[config.mk]
export PLATFORM = sky130hd
export DESIGN_NAME = bit_serial_seq_flat
export DESIGN_NICKNAME = d
export VERILOG_FILES = /design/src/rtl/bit_serial_pkg.sv /design/src/rtl/bit_serial_seq_if.sv /design/src/rtl/bit_serial_cnt.sv /design/src/rtl/bit_serial_seq.sv /design/src/flat_wrapper.sv
export SDC_FILE = /design/constraint.sdc
export NUM_CORES = 1
export LEC_CHECK = 0
export CORE_AREA = 8 8 45 47
export DETAILED_ROUTE_END_ITERATION = 16
export DIE_AREA = 0 0 53 55
export PLACE_DENSITY = 0.8
export SETUP_SLACK_MARGIN = 0.4
export SYNTH_ARGS = -nofsm -noshare
export SYNTH_HDL_FRONTEND = slang
export SYNTH_SLANG_ARGS = --single-unit
[constraint.sdc]
create_clock -name i_clk -period 3.4 [get_ports i_clk]
set_clock_uncertainty 0.1 [all_clocks]
set_input_delay 0.68 -clock i_clk [delete_from_list [all_inputs] [get_ports i_clk]]
set_output_delay 0.68 -clock i_clk [all_outputs]
set_load 0.1 [all_outputs]
[src/rtl/bit_serial_pkg.sv]
// -----------------------------------------------------------------------------
// bit_serial_pkg
// Shared types for the bit-serial sequencer: opcode and phase encodings, the
// control-strobe payload, and a decode helper.
// Optional feature macro (used by bit_serial_seq): BIT_SERIAL_STEP_EN
// -----------------------------------------------------------------------------
package bit_serial_pkg;

    localparam int unsigned OPCODE_W = 3;
    localparam int unsigned PHASE_W  = 2;

    // 10? decodes to ADD; both encodings are named so the enum covers the space
    typedef enum logic [OPCODE_W-1:0] {
        OP_WAITS   = 3'b000,
        OP_NOP     = 3'b001,
        OP_MULD    = 3'b010,
        OP_MULN    = 3'b011,
        OP_ADD     = 3'b100,
        OP_ADD_ALT = 3'b101,
        OP_WAITR   = 3'b110,
        OP_LDX     = 3'b111
    } opcode_e;

    typedef enum logic [PHASE_W-1:0] {
        P0       = 2'd0,
        P1_ALIGN = 2'd1,
        P2_ACC   = 2'd2
    } phase_e;

    // Control strobes driven towards the datapath
    typedef struct packed {
        logic mux;
        logic muxalu;
        logic gpr_shift;
        logic gpr_write;
        logic acc_shift;
        logic acc_write;
        logic pcincr;
    } ctrl_t;

    // Opcodes that run the bit counter (everything else completes in place)
    function automatic logic is_counting(input opcode_e op);
        return (op == OP_MULD) || (op == OP_MULN) || (op == OP_ADD) ||
               (op == OP_ADD_ALT) || (op == OP_LDX);
    endfunction

endpackage

[src/rtl/bit_serial_seq_if.sv]
// -----------------------------------------------------------------------------
// bit_serial_seq_if
// Instruction/handshake inputs and control outputs of the bit-serial sequencer.
//   master : drives i_instr / i_start, observes the control outputs
//   slave  : the sequencer itself
// Parameter DATA_W sets the bit-select width ($clog2(DATA_W)).
// -----------------------------------------------------------------------------
interface bit_serial_seq_if
    import bit_serial_pkg::*;
#(
    parameter int unsigned DATA_W = 8
);
    localparam int unsigned CNT_W = $clog2(DATA_W);

    logic [OPCODE_W-1:0] i_instr;
    logic                i_start;
    logic [CNT_W-1:0]    o_con_bitsel;
    logic                o_con_mux;
    logic                o_con_muxalu;
    logic                o_con_gpr_shift;
    logic                o_con_gpr_write;
    logic                o_con_acc_shift;
    logic                o_con_acc_write;
    logic                o_con_pcincr;
    logic                o_busy;
    logic [PHASE_W-1:0]  o_phase;

    modport master (
        output i_instr, i_start,
        input  o_con_bitsel, o_con_mux, o_con_muxalu, o_con_gpr_shift,
               o_con_gpr_write, o_con_acc_shift, o_con_acc_write,
               o_con_pcincr, o_busy, o_phase
    );

    modport slave (
        input  i_instr, i_start,
        output o_con_bitsel, o_con_mux, o_con_muxalu, o_con_gpr_shift,
               o_con_gpr_write, o_con_acc_shift, o_con_acc_write,
               o_con_pcincr, o_busy, o_phase
    );

endinterface

[src/rtl/bit_serial_cnt.sv]
// -----------------------------------------------------------------------------
// bit_serial_cnt
// Bit counter with async reset, synchronous clear and enable. Wraps to 0 when
// enabled on the terminal value.
//   i_clk, i_rst  : clock, async active-high reset
//   i_clr         : synchronous clear (priority over enable)
//   i_en          : advance the count this cycle
//   i_term_val    : terminal count value
//   o_count       : current count
//   o_term        : count equals terminal value
// -----------------------------------------------------------------------------
module bit_serial_cnt #(
    parameter int unsigned CNT_W = 3
) (
    input  logic             i_clk,
    input  logic             i_rst,
    input  logic             i_clr,
    input  logic             i_en,
    input  logic [CNT_W-1:0] i_term_val,
    output logic [CNT_W-1:0] o_count,
    output logic             o_term
);

    logic [CNT_W-1:0] count_q;
    logic [CNT_W-1:0] count_d;

    assign o_term  = (count_q == i_term_val);
    assign o_count = count_q;

    // Next count: clear, wrap at terminal, or increment
    always_comb begin
        count_d = count_q;
        if (i_clr) begin
            count_d = '0;
        end else if (i_en) begin
            count_d = o_term ? '0 : count_q + CNT_W'(1);
        end
    end

    always_ff @(posedge i_clk or posedge i_rst) begin
        if (i_rst) begin
            count_q <= '0;
        end else begin
            count_q <= count_d;
        end
    end

endmodule

[src/rtl/bit_serial_seq.sv]
// -----------------------------------------------------------------------------
// bit_serial_seq
// Control sequencer for the bit-serial datapath. Decodes the 3-bit opcode and
// runs a phase FSM (P0 / P1_ALIGN / P2_ACC) plus an internal bit counter to
// produce the mux, ALU-mux, GPR/ACC shift/write and PC-increment strobes.
// All control outputs are combinational from phase, count, opcode and start,
// and are forced low while i_rst is high.
//   i_clk, i_rst : clock, async active-high reset
//   i_step       : (BIT_SERIAL_STEP_EN only) single-step qualifier
//   bus          : bit_serial_seq_if.slave (i_instr, i_start in; o_con_*,
//                  o_busy, o_phase out)
// Optional feature macro: BIT_SERIAL_STEP_EN adds i_step; state advances and
// shift/write/pcincr strobes fire only when i_step=1.
// -----------------------------------------------------------------------------
module bit_serial_seq
    import bit_serial_pkg::*;
#(
    parameter int unsigned DATA_W      = 8,
    parameter int unsigned ALIGN_ACC   = 3,
    parameter int unsigned ALIGN_GPR_D = 2,
    parameter int unsigned ALIGN_GPR_N = 1
) (
    input  logic           i_clk,
    input  logic           i_rst,
`ifdef BIT_SERIAL_STEP_EN
    input  logic           i_step,
`endif
    bit_serial_seq_if.slave bus
);

    localparam int unsigned CNT_W = $clog2(DATA_W);

    logic             step;
    opcode_e          op;
    phase_e           phase_q;
    phase_e           phase_d;
    logic [CNT_W-1:0] count;
    logic [CNT_W-1:0] term_val;
    logic [CNT_W-1:0] align_gpr;
    logic             cnt_term;
    logic             cnt_en;
    logic             cnt_clr;
    ctrl_t            ctrl;

`ifdef BIT_SERIAL_STEP_EN
    assign step = i_step;
`else
    assign step = 1'b1;
`endif

    assign op = opcode_e'(bus.i_instr);

    // Align phase ends on ALIGN_ACC; word phases end on DATA_W-1
    assign term_val  = (phase_q == P1_ALIGN) ? CNT_W'(ALIGN_ACC) : CNT_W'(DATA_W - 1);
    assign align_gpr = (op == OP_MULN) ? CNT_W'(ALIGN_GPR_N) : CNT_W'(ALIGN_GPR_D);

    bit_serial_cnt #(
        .CNT_W (CNT_W)
    ) u_cnt (
        .i_clk      (i_clk),
        .i_rst      (i_rst),
        .i_clr      (cnt_clr),
        .i_en       (cnt_en),
        .i_term_val (term_val),
        .o_count    (count),
        .o_term     (cnt_term)
    );

    // Phase register
    always_ff @(posedge i_clk or posedge i_rst) begin
        if (i_rst) begin
            phase_q <= P0;
        end else begin
            phase_q <= phase_d;
        end
    end

    // Opcode decode: next phase, counter control and raw strobes
    always_comb begin
        phase_d = phase_q;
        ctrl    = '0;
        cnt_en  = 1'b0;
        cnt_clr = 1'b0;

        case (op)
            OP_WAITS: begin
                ctrl.pcincr = bus.i_start;
                cnt_clr     = 1'b1;
                phase_d     = P0;
            end
            OP_NOP: begin
                ctrl.pcincr = 1'b1;
                cnt_clr     = 1'b1;
                phase_d     = P0;
            end
            OP_WAITR: begin
                ctrl.pcincr = ~bus.i_start;
                cnt_clr     = 1'b1;
                phase_d     = P0;
            end
            OP_ADD, OP_ADD_ALT: begin
                ctrl.gpr_write = 1'b1;
                ctrl.gpr_shift = 1'b1;
                ctrl.acc_shift = 1'b1;
                ctrl.pcincr    = cnt_term;
                cnt_en         = 1'b1;
                if (cnt_term) begin
                    phase_d = P0;
                end
            end
            OP_LDX: begin
                ctrl.mux       = 1'b1;
                ctrl.gpr_write = 1'b1;
                ctrl.gpr_shift = 1'b1;
                ctrl.pcincr    = cnt_term;
                cnt_en         = 1'b1;
                if (cnt_term) begin
                    phase_d = P0;
                end
            end
            OP_MULD, OP_MULN: begin
                cnt_en = 1'b1;
                case (phase_q)
                    P0: begin
                        ctrl.muxalu    = 1'b1;
                        ctrl.gpr_shift = 1'b1;
                        ctrl.gpr_write = 1'b1;
                        ctrl.acc_shift = 1'b1;
                        ctrl.acc_write = 1'b1;
                        if (cnt_term) begin
                            phase_d = P1_ALIGN;
                        end
                    end
                    P1_ALIGN: begin
                        // Shift-only alignment; GPR stops earlier than ACC
                        ctrl.acc_shift = (count < CNT_W'(ALIGN_ACC));
                        ctrl.gpr_shift = (count < align_gpr);
                        if (cnt_term) begin
                            phase_d = P2_ACC;
                        end
                    end
                    P2_ACC: begin
                        ctrl.gpr_shift = 1'b1;
                        ctrl.gpr_write = 1'b1;
                        ctrl.acc_shift = 1'b1;
                        ctrl.acc_write = (op == OP_MULN);
                        if (cnt_term) begin
                            ctrl.pcincr = 1'b1;
                            phase_d     = P0;
                        end
                    end
                    default: begin
                        phase_d = P0;
                    end
                endcase
            end
            default: begin
                phase_d = P0;
            end
        endcase

        // A paused step freezes both the counter and the phase
        cnt_en = cnt_en & step;
        if (!step) begin
            phase_d = phase_q;
        end
    end

    // Output gating: reset forces everything low; step qualifies side effects
    assign bus.o_con_bitsel    = i_rst ? '0 : count;
    assign bus.o_con_mux       = ctrl.mux       & ~i_rst;
    assign bus.o_con_muxalu    = ctrl.muxalu    & ~i_rst;
    assign bus.o_con_gpr_shift = ctrl.gpr_shift & step & ~i_rst;
    assign bus.o_con_gpr_write = ctrl.gpr_write & step & ~i_rst;
    assign bus.o_con_acc_shift = ctrl.acc_shift & step & ~i_rst;
    assign bus.o_con_acc_write = ctrl.acc_write & step & ~i_rst;
    assign bus.o_con_pcincr    = ctrl.pcincr    & step & ~i_rst;
    assign bus.o_busy          = ~i_rst & ((count != '0) || (phase_q != P0));
    assign bus.o_phase         = i_rst ? PHASE_W'(0) : PHASE_W'(phase_q);

`ifndef SYNTHESIS
    // The PC must hold the opcode for the whole instruction
    a_instr_stable: assert property (
        @(posedge i_clk) disable iff (i_rst) bus.o_busy |-> $stable(bus.i_instr)
    ) else $error("bit_serial_seq: i_instr changed while busy");
`endif

endmodule

[src/flat_wrapper.sv]
// flat-port wrapper written by rule: the top's interface ports become plain ports
module bit_serial_seq_flat import bit_serial_pkg::*;
#(
    parameter int unsigned DATA_W      = 8,
    parameter int unsigned ALIGN_ACC   = 3,
    parameter int unsigned ALIGN_GPR_D = 2,
    parameter int unsigned ALIGN_GPR_N = 1
)
  (i_clk, i_rst, bus_i_instr, bus_i_start, bus_o_con_bitsel, bus_o_con_mux, bus_o_con_muxalu, bus_o_con_gpr_shift, bus_o_con_gpr_write, bus_o_con_acc_shift, bus_o_con_acc_write, bus_o_con_pcincr, bus_o_busy, bus_o_phase);
  bit_serial_seq_if #(.DATA_W(DATA_W)) bus_i ();
  input  logic i_clk;
  input  logic i_rst;
  input wire logic [$bits(bus_i.i_instr)-1:0] bus_i_instr;
  input wire logic [$bits(bus_i.i_start)-1:0] bus_i_start;
  output wire logic [$bits(bus_i.o_con_bitsel)-1:0] bus_o_con_bitsel;
  output wire logic [$bits(bus_i.o_con_mux)-1:0] bus_o_con_mux;
  output wire logic [$bits(bus_i.o_con_muxalu)-1:0] bus_o_con_muxalu;
  output wire logic [$bits(bus_i.o_con_gpr_shift)-1:0] bus_o_con_gpr_shift;
  output wire logic [$bits(bus_i.o_con_gpr_write)-1:0] bus_o_con_gpr_write;
  output wire logic [$bits(bus_i.o_con_acc_shift)-1:0] bus_o_con_acc_shift;
  output wire logic [$bits(bus_i.o_con_acc_write)-1:0] bus_o_con_acc_write;
  output wire logic [$bits(bus_i.o_con_pcincr)-1:0] bus_o_con_pcincr;
  output wire logic [$bits(bus_i.o_busy)-1:0] bus_o_busy;
  output wire logic [$bits(bus_i.o_phase)-1:0] bus_o_phase;
  assign bus_i.i_instr = bus_i_instr;
  assign bus_i.i_start = bus_i_start;
  assign bus_o_con_bitsel = bus_i.o_con_bitsel;
  assign bus_o_con_mux = bus_i.o_con_mux;
  assign bus_o_con_muxalu = bus_i.o_con_muxalu;
  assign bus_o_con_gpr_shift = bus_i.o_con_gpr_shift;
  assign bus_o_con_gpr_write = bus_i.o_con_gpr_write;
  assign bus_o_con_acc_shift = bus_i.o_con_acc_shift;
  assign bus_o_con_acc_write = bus_i.o_con_acc_write;
  assign bus_o_con_pcincr = bus_i.o_con_pcincr;
  assign bus_o_busy = bus_i.o_busy;
  assign bus_o_phase = bus_i.o_phase;
  bit_serial_seq #(.DATA_W(DATA_W), .ALIGN_ACC(ALIGN_ACC), .ALIGN_GPR_D(ALIGN_GPR_D), .ALIGN_GPR_N(ALIGN_GPR_N)) u_core (.i_clk(i_clk), .i_rst(i_rst), .bus(bus_i));
endmodule
==> flow_summary.ini <==
[yosys]
netlist_instances = 80
ys_types = 33
synth.ff_latch_count = 5
syn-cell-area_um2 = 598
yosys_warnings = 0
seq_area_frac_synth_pct = 20.9
synthesis.nets = 91
syn_avg_cell_area_um2 = 7.48

[power]
clockPowerShare_pct = 16.7
p_comb_share_pct = 63.1
netSwitchingPower_mw = 0.210
leakage_nw = 0.462
p_int_mw = 0.213
ir_worst_vdd_mv = 0.333
power_mw = 0.422
pwr-share-seq_pct = 20.2
p_per_area_mw_per_mm2 = 384
sw_frac_of_total_pct = 49.7

[routing]
dr.pass1.iters = 4
routed_via_density = 5.80
ant_nets = 0
finalWirelength_mm = 1.99
drc_errors = 0
drtIter0Drc = 26
wl_per_cell_um = 16.4
dr_total_vias = 702

[sta]
hold_violations = 0
max_freq_ghz = 0.345
period_share_pct = 85.3
layout_setup_ws_ps = 501
slew_headroom_pct = 71.5
worst_slew_pin_slew_ps = 427
report.final.slew_viol_count = 0
tns_ps = 0
rsz0062_at_grt = no
fin_crit_ps = 2900
hold_slack_ps = 537
setup_violations = 0

[clock_network]
cts_tree = built
clockBufferDepth = 2
cts_root_buffer = clkbuf_4
clk_pin_slew_worst_paths_ps = 40
clock_insertion_delay_worst_skew_ps = 250
cts_sinks = 5
htree_levels = 1
cts_made_buffers = 3

[die]
row_count = 14
start_util_pct = 43.2
die_area_mm2 = 0.00292
boundaryPins = 19
die_w_um = 53
fp.dieH_um = 55
coreArea_mm2 = 0.00138

[worst_setup_path]
worstSetupStartpointType = input pin
path_buf_inv = 4
critPathArrivalTime_ps = 2120
r2r_cells = 4
path_cells = dlygate4sd2_1, buf_6, nand3b_1, inv_1, ha_1, o21ai_0, nand2_1, a31oi_4, buf_12
r2r_end = u_core.u_cnt.o_count[2]
crit_required_ps = 2620
critPathMaxFanout = 4
crit_family = buffers and inverters
path_class = in2out
r2r_setup_slack_ps = 1710
slowest_stage = dlygate4sd2_1
cp-end-kind = primary output
r2r_start = u_core.u_cnt.o_count[0]
max_stage_delay_ps = 260

[global_route]
antenna_found_initial = 0
grt_max_degree = 10
grt_pass1_vias = 745
grt_pass1_wl_mm = 3.39
grt_usage_pct = 14.9
gr-total-overflow = 0

[worst_hold_path]
worstHoldStart = u_core.u_cnt.o_count[0]
holdPathEnd = u_core.u_cnt.o_count[0]
min_path_type = reg2reg
min_path_cells = 2

[outcome]
status = finished clean

[finish]
fillCellCount = 84
final_cell_mix = 13 x buf_12, 8 x buf_4, 7 x nor2_1
area_growth_pct = 84.1
antenna-diode-count = 0
final_util_pct = 79.6
num-nets-final = 117
ff_latch_area_um2 = 125
drive_gt1_share_pct = 41.9
final_common_cell = buf_12
multi_input_area_um2 = 522

[placed_design]
dp_slack_ps = 102
place.gp.congestion = 0.889
hpwl_mm = 1.37
port_buffers = 18

[run]
cap_viol_max_count = 0
layer usage:
layer | GRT usage (%) | routed length, um | vias up | share of wire, %
li1 | - | - | 334 | -
met1 | 16.9 | 812 | 318 | 41
met2 | 25.0 | 992 | 41 | 50
met3 | 3.48 | 135 | 9 | 6.8
met4 | 9.05 | 46 | 0 | 2.3
met5 | 0 | 0 | - | 0
cell usage after synthesis (all sizes together):
master | number | share of area [%]
nor3 | 3 | 2.5
and2 | 1 | 1.5
a221oi | 1 | 1.5
mux2i | 1 | 1.7
inv | 9 | 5.6
a31o | 1 | 1.5
ha | 5 | 10
nor4b | 1 | 1.5
a211o | 2 | 2.9
a211oi | 2 | 2.5
a21oi | 6 | 5.0
clkbuf | 2 | 1.5
nand3 | 3 | 2.5
o2bb2ai | 1 | 1.5
o41ai | 1 | 1.5
or4 | 1 | 1.3
nor4 | 1 | 1.0
nand3b | 2 | 2.5
xor2 | 1 | 2.7
a2111oi | 1 | 1.5
a22o | 1 | 1.5
nand2b | 1 | 1.0
buf | 4 | 4.2
nor2 | 7 | 4.4
nor2b | 3 | 4.4
a31oi | 3 | 3.1
dfrtp | 5 | 21
o21ai | 5 | 4.2
nand2 | 6 | 3.8
flip-flops by register name, summed over array words and instances (netlist names):
name	flops
u_core.phase_q	2
u_core.u_cnt.o_count	3
worst max path at each step:
stage              startpoint             endpoint  cells past startpoint
2_1_floorplan  bus_i_instr[2]     bus_o_con_pcincr                      8
3_3_place_gp   bus_i_instr[1]     bus_o_con_pcincr                      7
3_5_place_dp   bus_i_instr[1]     bus_o_con_pcincr                      7
4_1_cts        bus_i_instr[1]     bus_o_con_pcincr                      8
5_1_grt        bus_i_instr[2]  bus_o_con_gpr_shift                      9
6_report       bus_i_instr[2]  bus_o_con_gpr_shift                      9
worst min-delay path: stages, from the launching register on:
cell,delay [ps]
dfrtp_1,440
nand2_1,90
a21oi_1,60
through the flow:
| stage | area [um^2] | instances |
|---|---|---|
| floorplan | 672 | 80 |
| global placement | 1020 | 115 |
| detailed placement | 1020 | 115 |
| CTS | 1110 | 121 |
| global route | 1100 | 121 |
| finish | 1100 | 121 |
final cells by class:
cell class	instances	area share [%]
multi-input combinational	60	47.4
clock buffer	4	2.39
timing repair buffer	27	34.0
tap	16	1.82
sequential	5	11.4
inverter	9	3.07
logic make-up after synthesis:
| group | share of synthesized area [%] |
|---|---|
| and+or+nand+nor | 26.4 |
| AOI/OAI and AO/OA | 26.6 |
| buffers and inverters | 11.3 |
| adders and majority gates | 10.5 |
| DFF | 20.9 |
| xor gates and xnor gates | 2.72 |
| muxes | 1.67 |
power groups by stage:
stage / clock, mW / sequential (mW) / combinational [mW]
3_5_place_dp: 0 / 0.0847 / 0.256
5_1_grt: 0.0783 / 0.0864 / 0.279
2_1_floorplan: 0 / 0.0762 / 0.176
6_report: 0.0706 / 0.0853 / 0.267
4_1_cts: 0.0727 / 0.0840 / 0.264
3_3_place_gp: 0 / 0.0838 / 0.251
timing repair:
item,CTS,global route
endpoints found under the setup margin,5,2
hold buffers,0,0
gates resized for setup,15,2
gates cloned,0,0
hold endpoints to repair,0,0
buffers inserted,2,0
pin swaps,3,0
Note: power is estimated with default switching activity, not from simulation.
